<file path="src/rtl/deserializer_if.sv">
// rtl/deserializer_if.sv - serial bit stream and assembled word bundle for the deserializer
// Optional oParity_err signal present when PARITY_CHECK_EN is defined.
interface deserializer_if #(
   parameter int MSG_SIZE = 64
);
   localparam int CW = $clog2(MSG_SIZE) + 1;

   logic                iData_in;
   logic                iData_flag;
   logic                iClear;
   logic [MSG_SIZE-1:0] oData_out;
   logic [CW-1:0]       oCounter;
   logic                oData_valid;
   logic                oOverrun;
`ifdef PARITY_CHECK_EN
   logic                oParity_err;

   modport master (
      output iData_in, iData_flag, iClear,
      input  oData_out, oCounter, oData_valid, oOverrun, oParity_err
   );

   modport slave (
      input  iData_in, iData_flag, iClear,
      output oData_out, oCounter, oData_valid, oOverrun, oParity_err
   );
`else
   modport master (
      output iData_in, iData_flag, iClear,
      input  oData_out, oCounter, oData_valid, oOverrun
   );

   modport slave (
      input  iData_in, iData_flag, iClear,
      output oData_out, oCounter, oData_valid, oOverrun
   );
`endif
endinterface

</file>
<file path="src/rtl/deserializer.sv">
// rtl/deserializer.sv - MSB-first serial-to-parallel word collector held until consumer clear
// Define PARITY_CHECK_EN to expect a trailing even-parity bit per word and report oParity_err.
module deserializer #(
   parameter int MSG_SIZE = 64
) (
   input  logic            clk,
   input  logic            rst_n,
   input  logic            ena,
   deserializer_if.slave   bus
);
   localparam int CW = $clog2(MSG_SIZE) + 1;

   typedef enum logic [1:0] {
      ST_IDLE   = 2'd0,
      ST_SHIFT  = 2'd1,
      ST_FULL   = 2'd2,
      ST_PARITY = 2'd3
   } state_t;

   state_t              r_state;
   logic [MSG_SIZE-1:0] r_data;
   logic [CW-1:0]       r_count;
   logic                r_valid;
   logic                r_overrun;

   state_t              w_state_nxt;
   logic [MSG_SIZE-1:0] w_data_nxt;
   logic [CW-1:0]       w_count_nxt;
   logic                w_valid_nxt;
   logic                w_overrun_nxt;
   logic                w_restart;
   logic                w_last;
   logic [MSG_SIZE-1:0] w_first_word;

`ifdef PARITY_CHECK_EN
   logic                r_perr;
   logic                w_perr_nxt;
`endif

   assign w_last       = (r_count == CW'(MSG_SIZE - 1));
   assign w_first_word = {{(MSG_SIZE-1){1'b0}}, bus.iData_in};

   always_comb begin
      w_state_nxt   = r_state;
      w_data_nxt    = r_data;
      w_count_nxt   = r_count;
      w_valid_nxt   = r_valid;
      w_overrun_nxt = r_overrun;
      w_restart     = 1'b0;
`ifdef PARITY_CHECK_EN
      w_perr_nxt    = r_perr;
`endif

      case (r_state)
         ST_IDLE, ST_SHIFT: begin
            if (bus.iClear) begin
               w_restart = 1'b1;
            end else if (bus.iData_flag) begin
               w_data_nxt = {r_data[MSG_SIZE-2:0], bus.iData_in};
               if (w_last) begin
`ifdef PARITY_CHECK_EN
                  // Counter stays at MSG_SIZE-1 until the parity bit lands.
                  w_state_nxt = ST_PARITY;
`else
                  w_count_nxt = r_count + CW'(1);
                  w_valid_nxt = 1'b1;
                  w_state_nxt = ST_FULL;
`endif
               end else begin
                  w_count_nxt = r_count + CW'(1);
                  w_state_nxt = ST_SHIFT;
               end
            end
         end
`ifdef PARITY_CHECK_EN
         ST_PARITY: begin
            if (bus.iClear) begin
               w_restart = 1'b1;
            end else if (bus.iData_flag) begin
               w_count_nxt = CW'(MSG_SIZE);
               w_valid_nxt = 1'b1;
               w_perr_nxt  = (^r_data) ^ bus.iData_in;
               w_state_nxt = ST_FULL;
            end
         end
`endif
         ST_FULL: begin
            if (bus.iClear) begin
               w_restart = 1'b1;
            end else if (bus.iData_flag) begin
               w_overrun_nxt = 1'b1;
            end
         end
         default: begin
            w_state_nxt = ST_IDLE;
         end
      endcase

      // A clear empties the word; a same-cycle strobe starts the next frame.
      if (w_restart) begin
         w_valid_nxt = 1'b0;
`ifdef PARITY_CHECK_EN
         w_perr_nxt  = 1'b0;
`endif
         if (bus.iData_flag) begin
            w_data_nxt  = w_first_word;
            w_count_nxt = CW'(1);
            w_state_nxt = ST_SHIFT;
         end else begin
            w_data_nxt  = '0;
            w_count_nxt = '0;
            w_state_nxt = ST_IDLE;
         end
      end
   end

   always_ff @(posedge clk or negedge rst_n) begin
      if (!rst_n) begin
         r_state   <= ST_IDLE;
         r_data    <= '0;
         r_count   <= '0;
         r_valid   <= 1'b0;
         r_overrun <= 1'b0;
`ifdef PARITY_CHECK_EN
         r_perr    <= 1'b0;
`endif
      end else if (ena) begin
         r_state   <= w_state_nxt;
         r_data    <= w_data_nxt;
         r_count   <= w_count_nxt;
         r_valid   <= w_valid_nxt;
         r_overrun <= w_overrun_nxt;
`ifdef PARITY_CHECK_EN
         r_perr    <= w_perr_nxt;
`endif
      end
   end

   assign bus.oData_out   = r_data;
   assign bus.oCounter    = r_count;
   assign bus.oData_valid = r_valid;
   assign bus.oOverrun    = r_overrun;
`ifdef PARITY_CHECK_EN
   assign bus.oParity_err = r_perr;
`endif

endmodule

</file>
<file path="src/flat_wrapper.sv">
// flat-port wrapper written by rule: the top's interface ports become plain ports
module deserializer_flat 
#(
   parameter int MSG_SIZE = 64
)
  (clk, rst_n, ena, bus_iData_in, bus_iData_flag, bus_iClear, bus_oData_out, bus_oCounter, bus_oData_valid, bus_oOverrun);
  deserializer_if #(.MSG_SIZE(MSG_SIZE)) bus_i ();
  input  logic clk;
  input  logic rst_n;
  input  logic ena;
  input wire logic [$bits(bus_i.iData_in)-1:0] bus_iData_in;
  input wire logic [$bits(bus_i.iData_flag)-1:0] bus_iData_flag;
  input wire logic [$bits(bus_i.iClear)-1:0] bus_iClear;
  output wire logic [$bits(bus_i.oData_out)-1:0] bus_oData_out;
  output wire logic [$bits(bus_i.oCounter)-1:0] bus_oCounter;
  output wire logic [$bits(bus_i.oData_valid)-1:0] bus_oData_valid;
  output wire logic [$bits(bus_i.oOverrun)-1:0] bus_oOverrun;
  assign bus_i.iData_in = bus_iData_in;
  assign bus_i.iData_flag = bus_iData_flag;
  assign bus_i.iClear = bus_iClear;
  assign bus_oData_out = bus_i.oData_out;
  assign bus_oCounter = bus_i.oCounter;
  assign bus_oData_valid = bus_i.oData_valid;
  assign bus_oOverrun = bus_i.oOverrun;
  deserializer #(.MSG_SIZE(MSG_SIZE)) u_core (.clk(clk), .rst_n(rst_n), .ena(ena), .bus(bus_i));
endmodule
</file>
<file path="config.mk">
export PLATFORM = sky130hd
export DESIGN_NAME = deserializer_flat
export DESIGN_NICKNAME = d
export VERILOG_FILES = /design/src/rtl/deserializer_if.sv /design/src/rtl/deserializer.sv /design/src/flat_wrapper.sv
export SDC_FILE = /design/constraint.sdc
export NUM_CORES = 1
export LEC_CHECK = 0
export BUFFER_PORTS_ARGS = -buffer_cell sky130_fd_sc_hd__buf_2
export CORE_MARGIN = 2
export CORE_UTILIZATION = 30
export CTS_CLUSTER_SIZE = 25
export DETAILED_ROUTE_END_ITERATION = 16
export GPL_ROUTABILITY_DRIVEN = 0
export PLACE_DENSITY = 0.61
export SKIP_LAST_GASP = 1
export SLEW_MARGIN = 10
export SYNTH_ARGS = -nofsm -noshare
export SYNTH_HDL_FRONTEND = slang
export SYNTH_SLANG_ARGS = --single-unit
</file>
<file path="constraint.sdc">
create_clock -name clk -period 2 [get_ports clk]
set_input_delay 0.4 -clock clk [delete_from_list [all_inputs] [get_ports clk]]
set_output_delay 0.4 -clock clk [all_outputs]
set_load 0.005 [all_outputs]
</file>
**Word-level counts from Yosys, hierarchy flattened**

Cells that the tools add are included.
Widths: inputs -> output; s select.

- Register bits after elaboration: 75
- Logic and storage cells: 47
- Output and inout port bits: 73
- Input bits: 6

- Bitwise logic cells: 1
- Add/sub/neg operators: 1
- Reductions and logical operators: 10
- Eq/ne operators: 7
- Mux-type cells: 23

Operators by type and width:

| kind | number |
|---|---|
| $mux 64 | 4 |
| $mux 7 | 4 |
| $reduce_and 4->1 | 3 |
| $mux 1 | 10 |
| $mux 2 | 4 |
| $add 7x1->7 const B | 1 |
| $eq 7x6->1 const B | 1 |
| $ne 3x2->1 const B | 2 |
| $reduce_bool 2->1 | 3 |
| $reduce_and 5->1 | 1 |
| $ne 2x1->1 const B | 2 |
| $pmux 2 s2 | 1 |
| $reduce_or 3->1 | 1 |
| $eq 2x1->1 const B | 1 |
| $eq 2x2->1 const B | 1 |
| $logic_not 2->1 | 1 |
| $reduce_or 2->1 | 1 |
| $not 1->1 | 1 |

**Logic depth before layout (Yosys ltp)**

Gate-level depths: netlist of the first run.

- Depth in word-level cells: 6
- Mapped depth: 6
- Mapped depth without buffers: 4

**Least setup slack after synthesis of the first run**

OpenSTA, ideal clock, no wires.

- Kind: input to register
- Start: input port ena
- End: register u_core.r_count[0] (netlist: u_core.bus.oCounter[0])
- Stages on the path: 6
- Setup time: 0.125 ns
- Path slack: 0.394 ns
- Data arrival time: 1.482 ns
- Path buffers: 2
- Data required time: 1.875 ns
- Path through: buf_2 and2b_1 a32oi_4 buf_4 a31oi_1 mux2_2

- Longest elaborated chain between the ends: 1

RTL lines:

| item | RTL line | RTL |
|---|---|---|
| start: declaration | flat_wrapper.sv:10 | `input logic ena;` |
| $reduce_and 4->1 (no line) | - |  |
| end signal: assignment | deserializer.sv:130 | `r_count <= w_count_nxt;` |
| end: declaration | deserializer.sv:22 | `logic [CW-1:0] r_count;` |

Every way passes these cells.
A chain may end at the register's enable or synchronous reset.

**Worst setup path after layout of the first run**

- Start: register u_core.r_state[1]
- End: register u_core.r_data[17] (netlist: u_core.bus.oData_out[17])

- Longest elaborated chain between the ends: 5
- Elaborated cells between the ends (all ways): 11
- Classes of those cells: 3 x eq/ne; 2 x mux; 6 x reduce/logical

RTL lines:

| item | RTL line | RTL |
|---|---|---|
| start: declaration | deserializer.sv:20 | `state_t r_state;` |
| start signal: assignment | deserializer.sv:128 | `r_state <= w_state_nxt;` |
| $eq 2x1->1 (tied with other cells) | deserializer.sv:54 | `case (r_state)` |
| $reduce_or 3->1 (no line) | - |  |
| $mux 1 | - |  |
| $ne 2x1->1 (no line) / $reduce_bool 2->1 (equally long branches) | - |  |
| $reduce_and 4->1 (no line) | - |  |
| end signal: assignment | deserializer.sv:129 | `r_data <= w_data_nxt;` |
| end: declaration | deserializer.sv:21 | `logic [MSG_SIZE-1:0] r_data;` |

Several ways; a longest one is shown, not always the timed one.

==> metrics, run 1 <==
post-synthesis async set-or-reset flop share=100%; number of top-level pins=79; maximum number of pins on one net before global-route repair=45; sequential fraction of the synthesis area=66.0%; clock-pin slew of the registers on the worst-case setup and hold paths=80 ps; cell family contributing the most delay on the critical path=compound AO/OA/AOI/OAI gates; initial antenna violation count=0; DR vias=2048; number of enable flip-flop cells after synthesis=0; flops & latches, synth=75; warnings from Yosys=0; buffer cell driving the clock tree root=clkbuf_8; layout cell share with drive strength beyond 1=36.1%; path category of the worst min-delay check=input port to flip-flop; most frequently used flop master after synthesis=dfrtp_1; fill cell total of the finished layout=926; Final Slew Violations=0; kind of launch point of the worst setup path=flip-flop; Final Hold Violating Endpoints=0; Post-Syn Instances=205; cell area after synthesis=2840 sq um; number of global-route vias before repair=1958; maximum buffer depth of the clock tree=2; GR Util All Layers=12.5%; DP Area=3380 sq um; top-count cell post-synth=dfrtp_1; cell taking the most area after synthesis=dfrtp_1; P_leak=1.95 nW; VDD IR max=0.000407 V; Core Region=9200 sq um; routed via count divided by cell count=5.09; total wirelength of the detailed-routed design=6210 um; Power per Cell Area=817 nW/um^2; drt first pass iters=4; cell with the biggest individual delay on the critical path=dfrtp_1; number of gates resized after CTS=0; Crit path arrival time=1850 ps; Required @ worst endpoint=2280 ps; I/O Buffers=78; number of clock buffers inserted by TritonCTS=9; CTS tree=done; clock tree skew after final layout=8.61 ps; antenna-violating nets left=0; area share of the largest cell type after synthesis=66.0%; Area growth syn-to-layout=26.7%; portion of the clock cycle consumed by the worst path in the final layout=78.7%; number of diodes added for antenna fixing=0; leading post-synthesis cells by instance count=dfrtp_1, a22o_1, buf_2; accumulated negative setup slack=0 ps; cell breakdown of the critical path=and2b_1, a32oi_4, buf_4, a22o_1; setup repair after global routing missed its margin=false; Worst-Margin Slew=418 ps; detailed router's first-iteration violation count=110; top area cells in the synthesized netlist=dfrtp_1, a22o_1, buf_2, a32oi_4, nand2_1; WP buf/inv=1; H-tree levels=3; Netlist cell types=30; DRC errors left=0; Avg Inst Size Synth=13.9 sq um; Clock Latency Late Sink=340 ps; final period demand of the worst path=1570 ps; Die ar.=10300 sq um; wire length of the first global-routing pass=10000 um; longest individual stage delay on the worst path=420 ps; die outline width=101 um; average wire per cell in the routed design=15.4 um; starting utilization of the core area=30.9%; endpoints failing setup=0; number of nets in the layout=293; capturing element type of the critical path=flip-flop; largest fanout of any net on the critical path=20; Mapped Nets=212; post-detail-place hpwl=4200 um; die extent in y=101 um; Non-Filler Cell Area, Final=3600 sq um; number of placement rows=35; status=finished clean; Highest Clock Rate=635 MHz; type of the worst setup path=flip-flop to flip-flop; worst slew margin relative to its limit=72.2%; max capacitance violation total=0; clk sinks=75; total grt overflow=0
-- layout make-up --
class / count / area (sq um) / area share, %
well taps: 111 / 139 / 3.86
flip-flops and latches: 75 / 1880 / 52.1
repair buffers: 86 / 493 / 13.7
multi-input cells: 111 / 873 / 24.2
clock buffers: 10 / 138 / 3.82
inverters: 3 / 11.3 / 0.313
clock inverters: 6 / 71.3 / 1.98
-- flip-flops by register name, summed over array words and instances, names as in the netlist --
signal                  count
u_core.r_state              2
u_core.bus.oData_out       64
u_core.bus.oOverrun         1
u_core.bus.oCounter         7
u_core.bus.oData_valid      1
-- metrics by stage --
stage	setup WS (ps)	hold WS, ps	utilization, %	std cells	power, mW
after global placement	247	369	36.8	385	1.78
after floorplan	394	104	-	205	1.69
final	426	293	39.2	402	2.94
after detailed placement	209	367	36.8	385	1.78
after global routing	345	280	39.2	402	3.11
after CTS	430	271	39.2	402	3.00
-- report_power, final --
part           leakage [nW]  internal, mW  total (mW)  switching, mW
sequential             1.04          1.53        1.55         0.0228
combinational         0.819        0.0686       0.198          0.129
clock                0.0995         0.621        1.19          0.571
total                  1.95          2.22        2.94          0.723
-- worst paths after layout --
| check | from | end | slack, ps | cells past startpoint |
|---|---|---|---|---|
| worst min register to register | u_core.bus.oOverrun$_DFFE_PN0P_ | u_core.bus.oOverrun$_DFFE_PN0P_ | 470 | 2 |
| max in group asynchronous | rst_n | u_core.bus.oData_out[31]$_DFFE_PN0P_ | 880 | 3 |
| worst max-delay path | u_core.r_state[1]$_DFFE_PN0P_ | u_core.bus.oData_out[17]$_DFFE_PN0P_ | 430 | 4 |
| worst max register to register | u_core.r_state[1]$_DFFE_PN0P_ | u_core.bus.oData_out[17]$_DFFE_PN0P_ | 430 | 4 |
| worst min-delay path | bus_iData_in | u_core.bus.oData_out[0]$_DFFE_PN0P_ | 290 | 2 |
| min in group asynchronous | rst_n | u_core.bus.oData_out[12]$_DFFE_PN0P_ | 530 | 2 |
-- routing by layer --
layer | part of all wire (%) | routed length, um | GRT usage [%]
met1 | 48 | 2970 | 17.3
met2 | 45 | 2800 | 17.7
met3 | 6.3 | 394 | 5.18
met4 | 0.85 | 53 | 4.37
met5 | 0 | 0 | 0
-- cell families after synthesis --
family	share of synthesized area, %
XOR/XNOR	0.616
multiplexers	0.396
adder cells (fa/ha/maj)	0.440
buffers and inverters	3.26
AO/OA/AOI/OAI	24.1
flip-flops	66.0
AND/OR/NAND/NOR	5.15
-- layout by cell type (no fill, tap or decap), drive strengths merged, types with 2 or more instances in the layout --
cell      count
a21o          2
a21oi         2
xor2          2
clkinvlp      2
nor2          4
o22ai         2
a22o         65
dfrtp        75
or3           2
nand2         7
inv           5
nand3         4
and3          2
o21ai         4
buf          85
clkbuf       10
nand2b        2
-- what timing repair did --
item / CTS / global route
buffers inserted: 0 / 0
endpoints found under the hold margin: 31 / 0
hold buffers: 1 / 0
(Power assumes the default switching activity.)
==> inputs of run 2 (changes only) <==
--- a/config.mk
+++ b/config.mk
@@ -5,13 +5,14 @@
 export SDC_FILE = /design/constraint.sdc
 export NUM_CORES = 1
 export LEC_CHECK = 0
+export ABC_AREA = 1
 export BUFFER_PORTS_ARGS = -buffer_cell sky130_fd_sc_hd__buf_2
 export CORE_MARGIN = 2
 export CORE_UTILIZATION = 30
 export CTS_CLUSTER_SIZE = 25
 export DETAILED_ROUTE_END_ITERATION = 16
 export GPL_ROUTABILITY_DRIVEN = 0
-export PLACE_DENSITY = 0.61
+export PLACE_DENSITY = 0.6
 export SKIP_LAST_GASP = 1
 export SLEW_MARGIN = 10
 export SYNTH_ARGS = -nofsm -noshare
==> constraint.sdc (replaced) <==
create_clock -name clk -period 1.5 [get_ports clk]
set_input_delay 0.3 -clock clk [delete_from_list [all_inputs] [get_ports clk]]
set_output_delay 0.3 -clock clk [all_outputs]
set_load 0.005 [all_outputs]
==> run 2 against run 1 <==
Synthesized cell count is 42% higher. Final cell count is 27% higher. Combinational power is 27% higher. Critical path depth is 2 higher. First-iteration DRC count is 41% lower. Register-to-register slack worse by 270 ps. Core utilization is 1.2 points lower. Worst setup slack worse by 270 ps. Critical path type unchanged. Largest power group unchanged.
==> metrics, run 2 <==
status=finished clean; reg-to-reg slack, setup=160 ps (-270 ps); type of the worst setup path=flip-flop to flip-flop; number of setup buffers added after CTS=0 (unchanged); GR Util All Layers=12.9% (+0.33 points); antenna-violating nets left=0 (unchanged); clock tree skew after final layout=7.91 ps (-0.692 ps); total grt overflow=0 (unchanged); Worst Hold Margin=258 ps (-35.6 ps); Final Slew Violations=0 (unchanged); layout cell share with drive strength beyond 1=27.4% (-8.7 points); P_leak=1.90 nW (-2.8%); routed via count divided by cell count=4.48 (-12%); clk sinks=75 (unchanged); largest fanout of any net on the critical path=33 (+65%); kind of launch point of the worst setup path=flip-flop; total wirelength of the detailed-routed design=6480 um (+4.3%); number of clock buffers inserted by TritonCTS=9 (unchanged); number of top-level pins=79 (unchanged); buffer cell driving the clock tree root=clkbuf_8; initial antenna violation count=0 (unchanged); warnings from Yosys=0 (unchanged); wire length of the first global-routing pass=10600 um (+5.4%); Clock Latency Late Sink=330 ps (about the same); starting utilization of the core area=30.5% (-0.37 points); top area cells in the synthesized netlist=dfrtp_1, o22ai_1, inv_1, nand2_1, buf_6; post-synthesis async set-or-reset flop share=100% (unchanged); drt first pass iters=4 (unchanged); Crit path arrival time=1610 ps (-240 ps); number of nets in the layout=379 (+29%); Finished Layout Cells=509 (+27%); portion of the clock cycle consumed by the worst path in the final layout=89.4% (+11 points); commonest non-fill, non-tap cells in the layout=buf_2, inv_1, dfrtp_1; DRC errors left=0 (unchanged); Die ar.=10700 sq um (+3.9%); endpoints failing setup=0 (unchanged); DR vias=2281 (+11%); average wire per cell in the routed design=12.7 um (-18%); sequential fraction of the synthesis area=63.5% (-2.6 points); Required @ worst endpoint=1770 ps (-510 ps); number of placement rows=36 (+2.9%); leading post-synthesis cells by instance count=inv_1, dfrtp_1, o22ai_1; top-count cell post-synth=inv_1; Core Region=9680 sq um (+5.3%); capturing element type of the critical path=flip-flop; Power per Cell Area=1030 nW/um^2 (+26%); Avg Inst Size Synth=10.2 sq um (-27%); number of flip-flops in the largest register=64 (unchanged); VDD IR max=0.000346 V (-15%); Worst-Margin Slew=394 ps (-23.7 ps); H-tree levels=3 (unchanged); die outline width=103 um (+1.9%); path category of the worst min-delay check=input port to flip-flop; detailed router's first-iteration violation count=65 (-41%); most frequent standard cell in the layout excluding fill and tap cells=buf_2; cell taking the most area after synthesis=dfrtp_1; max capacitance violation total=0 (unchanged); clock-pin slew of the registers on the worst-case setup and hold paths=70 ps (about the same); final period demand of the worst path=1340 ps (-233 ps); number of diodes added for antenna fixing=0 (unchanged); # placed instances=493 (+28%); number of enable flip-flop cells after synthesis=0 (unchanged); most frequently used flop master after synthesis=dfrtp_1; cell area after synthesis=2960 sq um (+4.0%); Final Hold Violating Endpoints=0 (unchanged); Post-Syn Instances=291 (+42%); Highest Clock Rate=746 MHz (+17%); post-detail-place hpwl=4420 um (+5.3%); maximum buffer depth of the clock tree=2 (unchanged); I/O Buffers=78 (unchanged); die extent in y=103 um (+1.9%); number of global-route vias before repair=2221 (+13%); Netlist cell types=21 (-30%); flops & latches, synth=75 (unchanged); Mapped Nets=298 (+41%); Area growth syn-to-layout=24.5%; maximum number of pins on one net before global-route repair=76 (+69%); CTS tree=done; area share of the largest cell type after synthesis=63.5% (-2.6 points); worst slew margin relative to its limit=73.7% (+1.6 points); accumulated negative setup slack=0 ps (unchanged); setup repair after global routing missed its margin=false
## run 2: path summary, 6_finish.rpt
path                                            startpoint                                    to  cells after the start
max in group asynchronous                            rst_n  u_core.bus.oData_out[62]$_DFFE_PN0P_                      3
max                          u_core.r_state[1]$_DFFE_PN0P_    u_core.bus.oCounter[6]$_DFFE_PN0P_                      6
min                                           bus_iData_in   u_core.bus.oData_out[0]$_DFFE_PN0P_                      3
min reg2reg                u_core.bus.oOverrun$_DFFE_PN0P_       u_core.bus.oOverrun$_DFFE_PN0P_                      1
max reg2reg                  u_core.r_state[1]$_DFFE_PN0P_    u_core.bus.oCounter[6]$_DFFE_PN0P_                      6
min in group asynchronous                            rst_n  u_core.bus.oData_out[44]$_DFFE_PN0P_                      3
## run 2: per-stage QoR
step,utilization [%],power (mW),cell area [sq um],worst slack (ps)
after floorplan,-,2.25,2960,266
after global placement,36.0,2.36,3490,188
after detailed placement,36.0,2.36,3490,147
after CTS,38.0,3.87,3680,153
after global routing,38.0,3.98,3680,35.2
final,38.0,3.80,3680,160
## run 2: what timing repair did
item	CTS	global route
setup endpoints to repair	0	1
resized for setup	0	1
hold buffers	1	0
endpoints found under the hold margin	75	0
## run 2: kinds of logic after synthesis
family | Yosys count | synth area share (%)
and+or+nand+nor | 51 | 7.53
adders and majority gates | 1 | 0.423
buffers and inverters | 90 | 13.2
DFF | 75 | 63.5
AOI/OAI and AO/OA | 74 | 15.4
## run 2: report_power, final
part | internal, mW | switching (mW)
Clock | 0.748 | 0.728
Sequential | 2.05 | 0.0220
Combinational | 0.0841 | 0.168
Total | 2.88 | 0.918
## run 2: layout make-up
| type | count | area (sq um) |
|---|---|---|
| Multi-Input combinational cell | 126 | 693 |
| Fill cell | 999 | 6000 |
| Clock buffer | 9 | 124 |
| Timing Repair Buffer | 84 | 478 |
| Tap cell | 133 | 166 |
| Clock inverter | 6 | 57.6 |
| Inverter | 76 | 285 |
| Sequential cell | 75 | 1880 |
## run 2: worst max-delay path, stage by stage, from the launching register on
cell and delay (ps):
dfrtp_1 430, nor2_2 180, nand2_2 130, nand2_4 160, buf_12 200, nand4_1 110, nand2_1 70
## run 2: metal layers
layer	track usage [%]	part of all wire (%)	vias to the layer above
li1	-	-	1113
met5	0	0	-
met3	3.09	5.4	9
met2	19.7	47	68
met1	17.3	46	1091
met4	5.77	1.4	0
==> inputs of run 3 (changes only) <==
--- a/config.mk
+++ b/config.mk
@@ -12,7 +12,7 @@
 export CTS_CLUSTER_SIZE = 25
 export DETAILED_ROUTE_END_ITERATION = 16
 export GPL_ROUTABILITY_DRIVEN = 0
-export PLACE_DENSITY = 0.6
+export PLACE_DENSITY = 0.62
 export SKIP_LAST_GASP = 1
 export SLEW_MARGIN = 10
 export SYNTH_ARGS = -nofsm -noshare
==> constraint.sdc (replaced) <==
create_clock -name clk -period 1.1 [get_ports clk]
set_input_delay 0.22 -clock clk [delete_from_list [all_inputs] [get_ports clk]]
set_output_delay 0.22 -clock clk [all_outputs]
set_load 0.005 [all_outputs]
==> run 3 against run 2 <==
The run now ends with setup timing left. Routed wire length grew 11%. First-iteration DRC count grew 40%. Global-route usage rose by 0.89 points. Flip-flop and latch count stayed put. Critical path depth unchanged. Die area is the same. Worst setup slack worse by 320 ps. Sequential power rose by 36%. Register-to-register slack worse by 320 ps. Via count increased by 10%. Clock skew is 2.5 ps lower. Critical endpoint unchanged.
==> metrics, run 3 (synthesis gave the netlist of run 2 again) <==
GRT met2 Usage=22.1% (+2.3 points); Die ar.=10700 sq um (unchanged); number of global-route vias before repair=2425 (+9.2%); most frequent standard cell in the layout excluding fill and tap cells=dfrtp_1; clk sinks=75 (unchanged); buffer cell driving the clock tree root=clkbuf_8; detailed router's first-iteration violation count=91 (+40%); total wirelength of the detailed-routed design=7210 um (+11%); number of nets in the layout=428 (+13%); DRC errors left=0 (unchanged); status=finished with violations; Required @ worst endpoint=1320 ps (-450 ps); layout cell share with drive strength beyond 1=40.0% (+13 points); starting utilization of the core area=30.5% (unchanged); met3 Use GR=4.57% (+1.5 points); number of flip-flops in the largest register=64 (unchanged); Area growth syn-to-layout=42.8%; endpoint of the lowest-slack register-to-register path=u_core.bus.oCounter[6]$_DFFE_PN0P_; number of clock buffers inserted by TritonCTS=9 (unchanged); worst hold path endpoint=u_core.bus.oOverrun$_DFFE_PN0P_; largest fanout of any net on the critical path=6 (-82%); max capacitance violation total=0 (unchanged); worst flop-to-flop path startpoint=u_core.bus.oCounter[1]$_DFFE_PN0P_; Core Region=9680 sq um (unchanged); routed via count divided by cell count=4.54 (+1.2%); met1 track demand over resource in global routing=17.2% (-0.17 points); kind of launch point of the worst setup path=flip-flop; instance count along the most critical hold path=3 (unchanged); number of cells traversed by the worst register-to-register path=6 (unchanged); clock-pin slew of the registers on the worst-case setup and hold paths=70 ps (about the same); die extent in y=103 um (unchanged); I/O Buffers=78 (unchanged); drt first pass iters=4 (unchanged); worst slew margin relative to its limit=73.5% (-0.23 points); number of placement rows=36 (unchanged); total grt overflow=0 (unchanged); endpoints failing setup=81 (+81); portion of the clock cycle consumed by the worst path in the final layout=114% (+25 points); DR vias=2517 (+10%); violated checks=setup timing; number of diodes added for antenna fixing=0 (unchanged); highest-utilization routing layer at the global route stage=met2; maximum number of pins on one net before global-route repair=76 (unchanged); maximum buffer depth of the clock tree=2 (unchanged); Worst Hold Launch=bus_iData_flag; post-detail-place hpwl=4570 um (+3.3%); H-tree levels=3 (unchanged); PnR worst setup slack=-158 ps (-317 ps); path category of the worst min-delay check=input port to flip-flop; reg-to-reg slack, setup=-160 ps (-320 ps); Finished Layout Cells=555 (+9.0%); number of top-level pins=79 (unchanged); Crit path arrival time=1480 ps (-130 ps); setup repair after global routing missed its margin=true; commonest non-fill, non-tap cells in the layout=dfrtp_1, inv_1, buf_2; P_leak=2.16 nW (+14%); die outline width=103 um (unchanged); average wire per cell in the routed design=13.0 um (+2.1%); Worst Hold Margin=161 ps (-96.3 ps); Worst setup startpoint=u_core.bus.oCounter[1]$_DFFE_PN0P_; wire length of the first global-routing pass=11200 um (+6.3%); VDD IR max=0.000431 V (+24%); Clock Latency Late Sink=340 ps (about the same); clock tree skew after final layout=5.40 ps (-2.51 ps); Power per Cell Area=1180 nW/um^2 (+14%); CTS tree=done; Worst-Margin Slew=397 ps (+3.43 ps); type of the worst setup path=flip-flop to flip-flop; Highest Clock Rate=795 MHz (+6.6%); antenna-violating nets left=0 (unchanged); Final Slew Violations=0 (unchanged); capturing element type of the critical path=flip-flop; initial antenna violation count=0 (unchanged); power after layout=4.99 mW (+31%); GR Util All Layers=13.7% (+0.89 points); Final Hold Violating Endpoints=0 (unchanged); # placed instances=510 (+3.4%); final period demand of the worst path=1260 ps (-82.8 ps)
==> run 3: changes by cell type in the layout (fill, tap and decap cells not counted), sizes merged <==
| cell | delta |
|---|---|
| clkinvlp | -1 |
| nand2 | +1 |
| bufinv | -1 |
| buf | +48 |
| clkinv | -3 |
| clkbuf | +2 |
==> run 3: layer usage <==
layer / share of wire, % / vias up / wire length [um]
met4: 1.8 / 0 / 130
met3: 6.0 / 12 / 433
met5: 0 / - / 0
met2: 49 / 78 / 3540
li1: - / 1211 / -
met1: 43 / 1216 / 3110
==> run 3: timing repair <==
item | in CTS | in global routing
cloned | 1 | 0
endpoints found under the setup margin | 96 | 144
endpoints found under the hold margin | 75 | 0
buffers inserted | 12 | 19
hold buffers | 1 | 0
resized for setup | 26 | 18
pin swaps | 1 | 4
==> run 3: worst max-delay path by stage <==
stage	end
2_1_floorplan	u_core.r_state[0]$_DFFE_PN0P_
3_3_place_gp	u_core.bus.oData_out[35]$_DFFE_PN0P_
3_5_place_dp	u_core.bus.oCounter[3]$_DFFE_PN0P_
4_1_cts	bus_oCounter[0]
5_1_grt	u_core.bus.oCounter[6]$_DFFE_PN0P_
6_report	u_core.bus.oCounter[6]$_DFFE_PN0P_
==> run 3: metrics by stage <==
step | setup slack (ps) | utilization (%) | instance area [sq um] | setup TNS (ps)
after floorplan | -2.24 | - | 2980 | -2.24
after global placement | -76.0 | 37.7 | 3650 | -4400
after detailed placement | -129 | 37.7 | 3650 | -6580
after CTS | -115 | 41.4 | 4010 | -7140
after global routing | -213 | 43.6 | 4220 | -14510
final | -158 | 43.6 | 4220 | -8000
==> run 3: cell type report <==
cell class | instances | area [sq um]
flip-flops and latches | 75 | 1880
inverters | 76 | 290
multi-input cells | 127 | 826
repair buffers | 132 | 928
well taps | 133 | 166
clock inverters | 1 | 5.00
clock buffers | 11 | 131
fillers | 945 | 5460
==> run 3: critical path, cell delays in order, from the launching register on <==
cell	delay [ps]
dfrtp_1	380
ha_2	200
inv_2	50
nor2_4	170
nand3_1	120
nand4_1	140
nand2_1	70
==> run 3: where the power goes <==
| group | leakage, nW | total (mW) | switching, mW | internal (mW) |
|---|---|---|---|---|
| Sequential | 1.04 | 2.82 | 0.0274 | 2.79 |
| Clock | 0.0710 | 1.64 | 0.877 | 0.766 |
| Combinational | 1.05 | 0.522 | 0.291 | 0.231 |
